[src/rtl/kws_seq_pkg.sv]
// Shared types, bus idle values and layer-selection helper
// for the keyword-spotting layer sequencer.
package kws_seq_pkg;

    localparam int MAX_LAYERS = 16;
    localparam int MAX_LW     = 4;

    localparam logic       PSRAM_IDLE_SCK    = 1'b0;
    localparam logic       PSRAM_IDLE_CE_N   = 1'b1;
    localparam logic [3:0] PSRAM_IDLE_DOUT   = 4'b0;
    localparam logic [3:0] PSRAM_IDLE_DOUTEN = 4'b0;

    typedef enum logic [2:0] {
        ST_IDLE,
        ST_LAUNCH,
        ST_RUN,
        ST_GUARD,
        ST_FINISH
    } seq_state_t;

    typedef struct packed {
        logic              valid;
        logic [MAX_LW-1:0] idx;
    } layer_sel_t;

    // Lowest set bit of mask strictly above idx.
    function automatic layer_sel_t lowest_set_above(
        input logic [MAX_LAYERS-1:0] mask,
        input logic [MAX_LW-1:0]     idx
    );
        layer_sel_t sel;
        sel = '0;
        for (int i = MAX_LAYERS - 1; i >= 0; i--) begin
            if (mask[i] && (i > int'(idx))) begin
                sel.valid = 1'b1;
                sel.idx   = MAX_LW'(i);
            end
        end
        return sel;
    endfunction

endpackage

[src/rtl/kws_layer_sequencer_if.sv]
// Engine launch/completion handshake and PSRAM bus bundle.
// master = sequencer side, slave = engines and pad side.
interface kws_layer_sequencer_if #(
    parameter int NUM_LAYERS = 8
);

    logic [NUM_LAYERS-1:0]   layer_start;
    logic [NUM_LAYERS-1:0]   layer_done;
    logic [NUM_LAYERS-1:0]   eng_sck;
    logic [NUM_LAYERS-1:0]   eng_ce_n;
    logic [4*NUM_LAYERS-1:0] eng_dout;
    logic [4*NUM_LAYERS-1:0] eng_douten;
    logic                    psram_sck;
    logic                    psram_ce_n;
    logic [3:0]              psram_dout;
    logic [3:0]              psram_douten;

    modport master (
        output layer_start,
        output psram_sck,
        output psram_ce_n,
        output psram_dout,
        output psram_douten,
        input  layer_done,
        input  eng_sck,
        input  eng_ce_n,
        input  eng_dout,
        input  eng_douten
    );

    modport slave (
        input  layer_start,
        input  psram_sck,
        input  psram_ce_n,
        input  psram_dout,
        input  psram_douten,
        output layer_done,
        output eng_sck,
        output eng_ce_n,
        output eng_dout,
        output eng_douten
    );

endinterface

[src/rtl/kws_next_layer_pe.sv]
// Priority encoder: next enabled layer above the current one.
module kws_next_layer_pe
    import kws_seq_pkg::*;
#(
    parameter int NUM_LAYERS = 8,
    parameter int LW         = $clog2(NUM_LAYERS)
) (
    input  logic [NUM_LAYERS-1:0] mask,
    input  logic [LW-1:0]         cur_layer,
    output logic                  next_valid,
    output logic [LW-1:0]         next_idx
);

    layer_sel_t sel;

    // Search the widened mask and narrow back to the layer index.
    always_comb begin
        sel        = lowest_set_above(MAX_LAYERS'(mask), MAX_LW'(cur_layer));
        next_valid = sel.valid;
        next_idx   = sel.idx[LW-1:0];
    end

endmodule

[src/rtl/kws_layer_sequencer.sv]
// Layer sequencer and single-port PSRAM arbiter for the KWS engines.
// Optional KWS_SEQ_PERF_EN adds per-layer RUN-cycle counters.
module kws_layer_sequencer
    import kws_seq_pkg::*;
#(
    parameter int NUM_LAYERS   = 8,
    parameter int LW           = $clog2(NUM_LAYERS),
    parameter int TIMEOUT_W    = 20,
    parameter int GUARD_CYCLES = 2
) (
    input  logic                  clk,
    input  logic                  rst,
    input  logic                  start,
    input  logic                  abort,
    input  logic [NUM_LAYERS-1:0] layer_mask,
    input  logic [TIMEOUT_W-1:0]  timeout_limit,
    kws_layer_sequencer_if.master bus,
    output logic                  busy,
    output logic                  done,
    output logic                  error,
    output logic [LW-1:0]         err_layer,
    output logic [LW-1:0]         cur_layer
`ifdef KWS_SEQ_PERF_EN
    ,
    output logic [NUM_LAYERS*TIMEOUT_W-1:0] perf_cycles
`endif
);

    localparam logic [NUM_LAYERS-1:0] ONE_HOT0 = NUM_LAYERS'(1);
    localparam logic [3:0] GUARD_LAST =
        (GUARD_CYCLES > 0) ? 4'(GUARD_CYCLES - 1) : 4'd0;

    seq_state_t            state;
    seq_state_t            adv_state;
    logic [NUM_LAYERS-1:0] mask_q;
    logic [TIMEOUT_W-1:0]  wd;
    logic [TIMEOUT_W-1:0]  wd_inc;
    logic [3:0]            gcnt;
    layer_sel_t            first_sel;
    logic                  first_valid;
    logic [LW-1:0]         first_idx;
    logic                  next_valid;
    logic [LW-1:0]         next_idx;
    logic [NUM_LAYERS-1:0] adv_pulse;
    logic                  grant;
    logic                  start_acc;
    logic                  abort_acc;
    logic                  run_done;
    logic                  timeout_hit;

    kws_next_layer_pe #(
        .NUM_LAYERS (NUM_LAYERS),
        .LW         (LW)
    ) u_next_pe (
        .mask       (mask_q),
        .cur_layer  (cur_layer),
        .next_valid (next_valid),
        .next_idx   (next_idx)
    );

    // First layer of a run comes straight from the incoming mask.
    always_comb begin
        first_sel   = lowest_set_above(MAX_LAYERS'(layer_mask), '0);
        first_valid = |layer_mask;
        first_idx   = layer_mask[0] ? '0 : first_sel.idx[LW-1:0];
    end

    // Qualified events and the move out of a finished layer.
    always_comb begin
        grant       = (state == ST_LAUNCH) || (state == ST_RUN);
        start_acc   = (state == ST_IDLE) && start && !busy;
        abort_acc   = abort && ((state == ST_LAUNCH) ||
                                (state == ST_RUN) ||
                                (state == ST_GUARD));
        run_done    = bus.layer_done[cur_layer];
        wd_inc      = wd + 1'b1;
        timeout_hit = (timeout_limit != '0) && (wd_inc == timeout_limit);
        adv_state   = next_valid ? ST_LAUNCH : ST_FINISH;
        adv_pulse   = next_valid ? (ONE_HOT0 << next_idx) : '0;
    end

    // Sequencer FSM with registered launch pulses and status.
    always_ff @(posedge clk or posedge rst) begin
        if (rst) begin
            state           <= ST_IDLE;
            mask_q          <= '0;
            wd              <= '0;
            gcnt            <= '0;
            bus.layer_start <= '0;
            busy            <= 1'b0;
            done            <= 1'b0;
            error           <= 1'b0;
            err_layer       <= '0;
            cur_layer       <= '0;
        end else begin
            bus.layer_start <= '0;
            done            <= 1'b0;
            if (abort_acc) begin
                state     <= ST_FINISH;
                error     <= 1'b1;
                err_layer <= cur_layer;
            end else begin
                unique case (state)
                    ST_IDLE: begin
                        if (start_acc) begin
                            mask_q <= layer_mask;
                            error  <= 1'b0;
                            busy   <= 1'b1;
                            if (first_valid) begin
                                state           <= ST_LAUNCH;
                                cur_layer       <= first_idx;
                                bus.layer_start <= ONE_HOT0 << first_idx;
                            end else begin
                                state <= ST_FINISH;
                            end
                        end else begin
                            busy <= 1'b0;
                        end
                    end
                    ST_LAUNCH: begin
                        wd    <= '0;
                        state <= ST_RUN;
                    end
                    ST_RUN: begin
                        if (run_done) begin
                            if (GUARD_CYCLES == 0) begin
                                state           <= adv_state;
                                bus.layer_start <= adv_pulse;
                                if (next_valid) cur_layer <= next_idx;
                            end else begin
                                state <= ST_GUARD;
                                gcnt  <= GUARD_LAST;
                            end
                        end else if (timeout_hit) begin
                            state     <= ST_FINISH;
                            error     <= 1'b1;
                            err_layer <= cur_layer;
                        end else begin
                            wd <= wd_inc;
                        end
                    end
                    ST_GUARD: begin
                        if (gcnt == 4'd0) begin
                            state           <= adv_state;
                            bus.layer_start <= adv_pulse;
                            if (next_valid) cur_layer <= next_idx;
                        end else begin
                            gcnt <= gcnt - 4'd1;
                        end
                    end
                    ST_FINISH: begin
                        state <= ST_IDLE;
                        done  <= 1'b1;
                    end
                    default: state <= ST_IDLE;
                endcase
            end
        end
    end

    // PSRAM grant mux: active engine only, idle bus otherwise.
    always_comb begin
        bus.psram_sck    = PSRAM_IDLE_SCK;
        bus.psram_ce_n   = PSRAM_IDLE_CE_N;
        bus.psram_dout   = PSRAM_IDLE_DOUT;
        bus.psram_douten = PSRAM_IDLE_DOUTEN;
        if (grant) begin
            bus.psram_sck    = bus.eng_sck[cur_layer];
            bus.psram_ce_n   = bus.eng_ce_n[cur_layer];
            bus.psram_dout   = bus.eng_dout[4*cur_layer +: 4];
            bus.psram_douten = bus.eng_douten[4*cur_layer +: 4];
        end
    end

`ifdef KWS_SEQ_PERF_EN
    logic done_acc;

    always_comb begin
        done_acc = (state == ST_RUN) && run_done && !abort;
    end

    // Capture RUN-cycle count of each layer when its done is taken.
    always_ff @(posedge clk or posedge rst) begin
        if (rst) begin
            perf_cycles <= '0;
        end else if (start_acc) begin
            perf_cycles <= '0;
        end else if (done_acc) begin
            perf_cycles[int'(cur_layer)*TIMEOUT_W +: TIMEOUT_W] <= wd_inc;
        end
    end
`endif

endmodule

[src/flat_wrapper.sv]
// flat-port wrapper written by rule: the top's interface ports become plain ports
module kws_layer_sequencer_flat import kws_seq_pkg::*;
#(
    parameter int NUM_LAYERS   = 8,
    parameter int LW           = $clog2(NUM_LAYERS),
    parameter int TIMEOUT_W    = 20,
    parameter int GUARD_CYCLES = 2
)
  (clk, rst, start, abort, layer_mask, timeout_limit, busy, done, error, err_layer, cur_layer, bus_layer_start, bus_psram_sck, bus_psram_ce_n, bus_psram_dout, bus_psram_douten, bus_layer_done, bus_eng_sck, bus_eng_ce_n, bus_eng_dout, bus_eng_douten);
  kws_layer_sequencer_if #(.NUM_LAYERS(NUM_LAYERS)) bus_i ();
  input  logic clk;
  input  logic rst;
  input  logic start;
  input  logic abort;
  input  logic [NUM_LAYERS-1:0] layer_mask;
  input  logic [TIMEOUT_W-1:0] timeout_limit;
  output logic busy;
  output logic done;
  output logic error;
  output logic [LW-1:0] err_layer;
  output logic [LW-1:0] cur_layer;
  output wire logic [$bits(bus_i.layer_start)-1:0] bus_layer_start;
  output wire logic [$bits(bus_i.psram_sck)-1:0] bus_psram_sck;
  output wire logic [$bits(bus_i.psram_ce_n)-1:0] bus_psram_ce_n;
  output wire logic [$bits(bus_i.psram_dout)-1:0] bus_psram_dout;
  output wire logic [$bits(bus_i.psram_douten)-1:0] bus_psram_douten;
  input wire logic [$bits(bus_i.layer_done)-1:0] bus_layer_done;
  input wire logic [$bits(bus_i.eng_sck)-1:0] bus_eng_sck;
  input wire logic [$bits(bus_i.eng_ce_n)-1:0] bus_eng_ce_n;
  input wire logic [$bits(bus_i.eng_dout)-1:0] bus_eng_dout;
  input wire logic [$bits(bus_i.eng_douten)-1:0] bus_eng_douten;
  assign bus_layer_start = bus_i.layer_start;
  assign bus_psram_sck = bus_i.psram_sck;
  assign bus_psram_ce_n = bus_i.psram_ce_n;
  assign bus_psram_dout = bus_i.psram_dout;
  assign bus_psram_douten = bus_i.psram_douten;
  assign bus_i.layer_done = bus_layer_done;
  assign bus_i.eng_sck = bus_eng_sck;
  assign bus_i.eng_ce_n = bus_eng_ce_n;
  assign bus_i.eng_dout = bus_eng_dout;
  assign bus_i.eng_douten = bus_eng_douten;
  kws_layer_sequencer #(.NUM_LAYERS(NUM_LAYERS), .LW(LW), .TIMEOUT_W(TIMEOUT_W), .GUARD_CYCLES(GUARD_CYCLES)) u_core (.clk(clk), .rst(rst), .start(start), .abort(abort), .layer_mask(layer_mask), .timeout_limit(timeout_limit), .bus(bus_i), .busy(busy), .done(done), .error(error), .err_layer(err_layer), .cur_layer(cur_layer));
endmodule
[config.mk]
export PLATFORM = sky130hd
export DESIGN_NAME = kws_layer_sequencer_flat
export DESIGN_NICKNAME = d
export VERILOG_FILES = /design/src/rtl/kws_seq_pkg.sv /design/src/rtl/kws_layer_sequencer_if.sv /design/src/rtl/kws_next_layer_pe.sv /design/src/rtl/kws_layer_sequencer.sv /design/src/flat_wrapper.sv
export SDC_FILE = /design/constraint.sdc
export NUM_CORES = 1
export LEC_CHECK = 0
export ABC_AREA = 0
export CAP_MARGIN = 30
export CORE_AREA = 2 2 100 102
export DETAILED_ROUTE_END_ITERATION = 8
export DIE_AREA = 0 0 102 104
export PLACE_DENSITY = 0.93
export SKIP_CTS_REPAIR_TIMING = 1
export SYNTH_ARGS = -nofsm -noshare
export SYNTH_HDL_FRONTEND = slang
export SYNTH_SLANG_ARGS = --single-unit
[constraint.sdc]
create_clock -name clk -period 3.7 [get_ports clk]
set_input_delay 0.555 -clock clk [delete_from_list [all_inputs] [get_ports clk]]
set_output_delay 0.555 -clock clk [all_outputs]
set_load 0.05 [all_outputs]
# Yosys cells after proc, flatten, opt, wreduce, memory -nomap -nowiden
# Index checks and enable logic that the tools add are counted.
dict set report op_classes {
  n_eq_ne 19
  mux 62
  bitwise 1
  magnitude_cmp 8
  shift 4
  n_reduce_logical 32
  add_sub_neg 2
}
# cell count
set ops {}
lappend ops {{$mux W3} 23}
lappend ops {{$shiftx A32 B6 Y4} 2}
lappend ops {{$mux W20} 2}
lappend ops {{$mux W8} 5}
lappend ops {{$pmux W20 S2} 1}
lappend ops {{$mux W5} 7}
lappend ops {{$add A20 B1 Y20 const B} 1}
lappend ops {{$eq A20 B20 Y1} 1}
lappend ops {{$reduce_bool A20 Y1} 1}
lappend ops {{$mux W4} 4}
lappend ops {{$pmux W8 S2} 1}
lappend ops {{$shl A1 B3 Y8 const A} 2}
lappend ops {{$gt A3 B3 Y1 const A} 4}
lappend ops {{$mux W1} 12}
lappend ops {{$pmux W3 S4} 1}
lappend ops {{$reduce_and A4 Y1} 3}
lappend ops {{$logic_and A1 B1 Y1} 11}
lappend ops {{$ne A2 B2 Y1 const B} 5}
lappend ops {{$reduce_bool A2 Y1} 5}
lappend ops {{$bmux W1 S3} 3}
lappend ops {{$reduce_and A3 Y1} 3}
lappend ops {{$ne A2 B1 Y1 const B} 4}
lappend ops {{$pmux W4 S2} 1}
lappend ops {{$reduce_or A8 Y1} 1}
lappend ops {{other kinds (20)} 25}
dict set report totals {
  regBits 52
  out_inout_bits 27
  in_bits 120
}

# Logic depth before layout (Yosys ltp)
dict set report depth {
  ltp_word 14
  depth_mapped 11
}

# Modules after synthesis
# A second synthesis with hierarchy kept.
dict set report hier_totals {
  hier_cells 486
  area_unflattened_um2 4310.4
}
# mod instances area_per_inst_um2 cells_per_inst
set modules_own_cells {}
lappend modules_own_cells {kws_layer_sequencer 1 4119.0 456}
lappend modules_own_cells {kws_next_layer_pe 1 191.4 30}

# Worst setup path after synthesis
# OpenSTA, ideal clock, no wires.
dict set report synth_timing {
  path_kind {register -> output}
  startpoint {register u_core.cur_layer[0]}
  endpoint {output bus_psram_dout[0]}
  n_path_buf 2
  path_stages_with_launch 6
  path_slack_ns 0.435
  t_required_ns 3.145
  arrival_time_ns 2.710
  path_cell_list {dfrtp_1 clkbuf_1 buf_1 mux4_2 mux2i_1 nor2_1}
}
dict set report synth_via {
  elab_chain_cells 2
}
# item line_no
set synth_lines {}
lappend synth_lines {{start: declaration} kws_layer_sequencer.sv:22} ;# output logic [LW-1:0] cur_layer
lappend synth_lines {{start signal: assignment} kws_layer_sequencer.sv:111} ;# cur_layer <= first_idx;
lappend synth_lines {{start signal: assignment} kws_layer_sequencer.sv:129} ;# if (next_valid) cur_layer <= next_idx;
lappend synth_lines {{start signal: assignment} kws_layer_sequencer.sv:146} ;# if (next_valid) cur_layer <= next_idx;
lappend synth_lines {{$shiftx A32 B6 Y4} kws_layer_sequencer.sv:170} ;# bus.psram_dout = bus.eng_dout[4*cur_layer +: 4];
lappend synth_lines {{$mux W4} kws_layer_sequencer.sv:167} ;# if (grant) begin
lappend synth_lines {{end: declaration} flat_wrapper.sv:25} ;# output wire logic [$bits(bus_i.psram_dout)-1:0] bus_psram_dout;
# Every way passes these cells.

# Worst setup path after layout
dict set report layout_timing {
  startpoint {register u_core.cur_layer[0]}
  endpoint {output bus_psram_douten[3]}
}
dict set report layout_via {
  elab_chain_cells 2
}
# item line_no
set layout_lines {}
lappend layout_lines {{$shiftx A32 B6 Y4} kws_layer_sequencer.sv:171} ;# bus.psram_douten = bus.eng_douten[4*cur_layer +: 4];
lappend layout_lines {{$mux W4} kws_layer_sequencer.sv:167}
lappend layout_lines {{end: declaration} flat_wrapper.sv:26} ;# output wire logic [$bits(bus_i.psram_douten)-1:0] bus_psram_douten;
# Every way passes these cells.

==> metrics.yaml <==
layout:
  syn_to_final_growth_pct: 36.4
  layout.nets: 744
  stdcell_area_um2: 6000
  final_layout_size_suffix_gt1_share_pct: 9.79
  instances_no_fill: 757
  post-route-util_pct: 62.9
  num-fill-cells: 796
status:
  status: "finished, final reports clean"
flow_run:
  cap_violations: 0
cts:
  cts_root_buf: "clkbuf_8"
  cts_sinks: 51
  cts_made_buffers: 5
  cts_tree: "built"
  clk_latency_ns: 0.31
  h-tree-depth: 2
  clkSlewWorstSetupHoldPaths_ns: 0.10
  cts_buffer_depth: 2
synthesis:
  synthArstFlopShare_pct: 100
  synthesis.area_um2: 4400
  yosys_warnings: 0
  synthTopCellsByCount: "62 x nor2_1, 60 x nand2_1, 51 x dfrtp_1"
  synth_area_leaders: "dfrtp_1 29%, mux4_2 11%, nor2_1 5.3%, nand2_1 5.1%, xnor2_1 3.8%"
  yosys.area.top_type: "dfrtp_1"
  synth_nets: 621
  syn_area_per_cell_um2: 8.82
  synth_edf_count: 0
  yosysMostFrequentCell: "nor2_1"
  ys_types: 70
  synthFlopType: "dfrtp_1"
  yosysTopAreaCellShare_pct: 29.0
  ys_seq_elements: 51
  syn_inst: 499
  ys_seq_area_share_pct: 29.0
power_and_ir_drop:
  total_power_mw: 3.29
  irDropWorstVdd_mv: 0.384
  cellLeakagePower_nw: 2.31
  p_per_area_nw_per_um2: 547
timing:
  finalSetupTns_ns: 0
  rsz0062_at_grt: "no"
  setup_violations: 0
  max_freq_ghz: 0.292
  holdWs_ns: 0.527
  fin_crit_ns: 3.43
  period_share_pct: 92.6
  worst_pin_slew_ns: 0.996
  relSlewSlack_pct: 33.6
  slew_violations: 0
  hold_violations: 0
  clock_skew_ns: 0.0122
  worst_slack_ns: 0.274
detailed_routing:
  drt_first_iter_violations: 402
  final_antenna_net_count: 0
  drc_errors: 0
  routed_wl_um: 13300
  vias: 4575
  via_per_inst: 6.04
  wl_per_cell_um: 17.5
  dr.pass1.iters: 5
placed_design:
  place_congestion: 0.979
  dp_hpwl_um: 10500
  post-place-ws_ns: 0.439
  placedCellCount: 748
  placed_area_um2: 5890
  port_buffers: 146
setup_path:
  critPathRequiredTime_ns: 3.14
  critPathLaunchType: "flip-flop"
  cp_max_fo: 23
  crit_arrival_ns: 2.87
  end_kind: "primary output"
  criticalPathCategory: "reg2out"
floorplan:
  io_pins: 147
  die_w_um: 102
  coreArea_um2: 9550
  dieArea_um2: 10600
  die_h_um: 104
  floorplan.initialDensity_pct: 46.1
  rows: 36
global_route:
  grt_pass1_wl_um: 21600
  overflow: 0
  grt_pass1_vias: 4628
  grt_usage_pct: 25.3
  antenna_found_initial: 1
  grt_max_degree: 27
hold_path:
  hp-class: "reg2reg"
-- final timing paths --
path,cells after the start,start,slack (ns),end
worst max-delay path,5,u_core.cur_layer[0],0.27,bus_psram_douten[3]
worst min-delay path,2,u_core.mask_q[4],0.53,u_core.mask_q[4]
worst max register to register,9,u_core.wd[0],0.43,u_core.wd[16]
worst min register to register,2,u_core.mask_q[4],0.53,u_core.mask_q[4]
max in group asynchronous,3,rst,2.30,u_core.cur_layer[0]
min in group asynchronous,2,rst,0.61,u_core.wd[0]
-- cells in the final DEF (no fill, tap or decap), types with 11 or more instances in the layout --
cell / instances
a221o_1: 12
o21ai_0: 20
mux4_2: 22
xor2_1: 11
nor2b_1: 11
inv_1: 15
xnor2_1: 19
nor2_1: 62
dfrtp_1: 50
clkdlybuf4s50_1: 146
nand3_1: 19
a21oi_1: 18
nand2_1: 60
nor3_1: 12
-- power by group --
| group | internal, mW | total [mW] | switching (mW) | leakage, nW |
|---|---|---|---|---|
| sequential | 0.672 | 0.900 | 0.228 | 0.674 |
| clock | 0.202 | 0.394 | 0.192 | 0.0581 |
| combinational | 0.856 | 1.99 | 1.14 | 1.58 |
-- flip-flops by register name, indices dropped and copies added, names as in the netlist --
signal,flops
u_core.mask_q,7
u_core.gcnt,4
u_core.cur_layer,3
u_core.busy,1
u_core.state,3
u_core.done,1
u_core.error,1
u_core.err_layer,3
u_core.bus.layer_start,8
u_core.wd,20
-- routing by layer --
layer / GRT usage, % / wire, um / part of all wire (%)
met5: 0 / 0 / 0
met1: 28.8 / 4710 / 36
met4: 10.4 / 449 / 3.4
met3: 5.58 / 1160 / 8.7
met2: 44.9 / 6940 / 52
-- cell families (layout without fill, tap and decap cells) --
kind of cell | count (synthesis) | count (layout) | share of synthesized area (%)
muxes | 36 | 36 | 14.6
DFF | 51 | 51 | 29.0
AOI/OAI and AO/OA | 91 | 91 | 15.6
and+or+nand+nor | 237 | 237 | 28.7
adders and majority gates | 2 | 2 | 0.569
buffers and inverters | 52 | 176 | 5.60
xor gates and xnor gates | 30 | 30 | 5.97
other | 0 | 1 | 0
-- layout make-up --
cell class	count	area, um2	area share, %
Clock inverter	3	43.8	0.730
Timing Repair Buffer	152	1510	25.1
Inverter	16	60.1	1.00
Sequential cell	51	1280	21.3
Clock buffer	5	68.8	1.15
Multi-Input combinational cell	396	2880	47.9
Tap cell	133	166	2.77
Antenna cell	1	2.50	0.0417
-- critical path, stage by stage (launching register included) --
cell	delay, ns
dfrtp_2	0.72
buf_4	0.34
mux4_2	0.54
mux2i_1	0.15
nor2_1	0.07
clkdlybuf4s50_1	0.73
(Power assumes the default switching activity.)
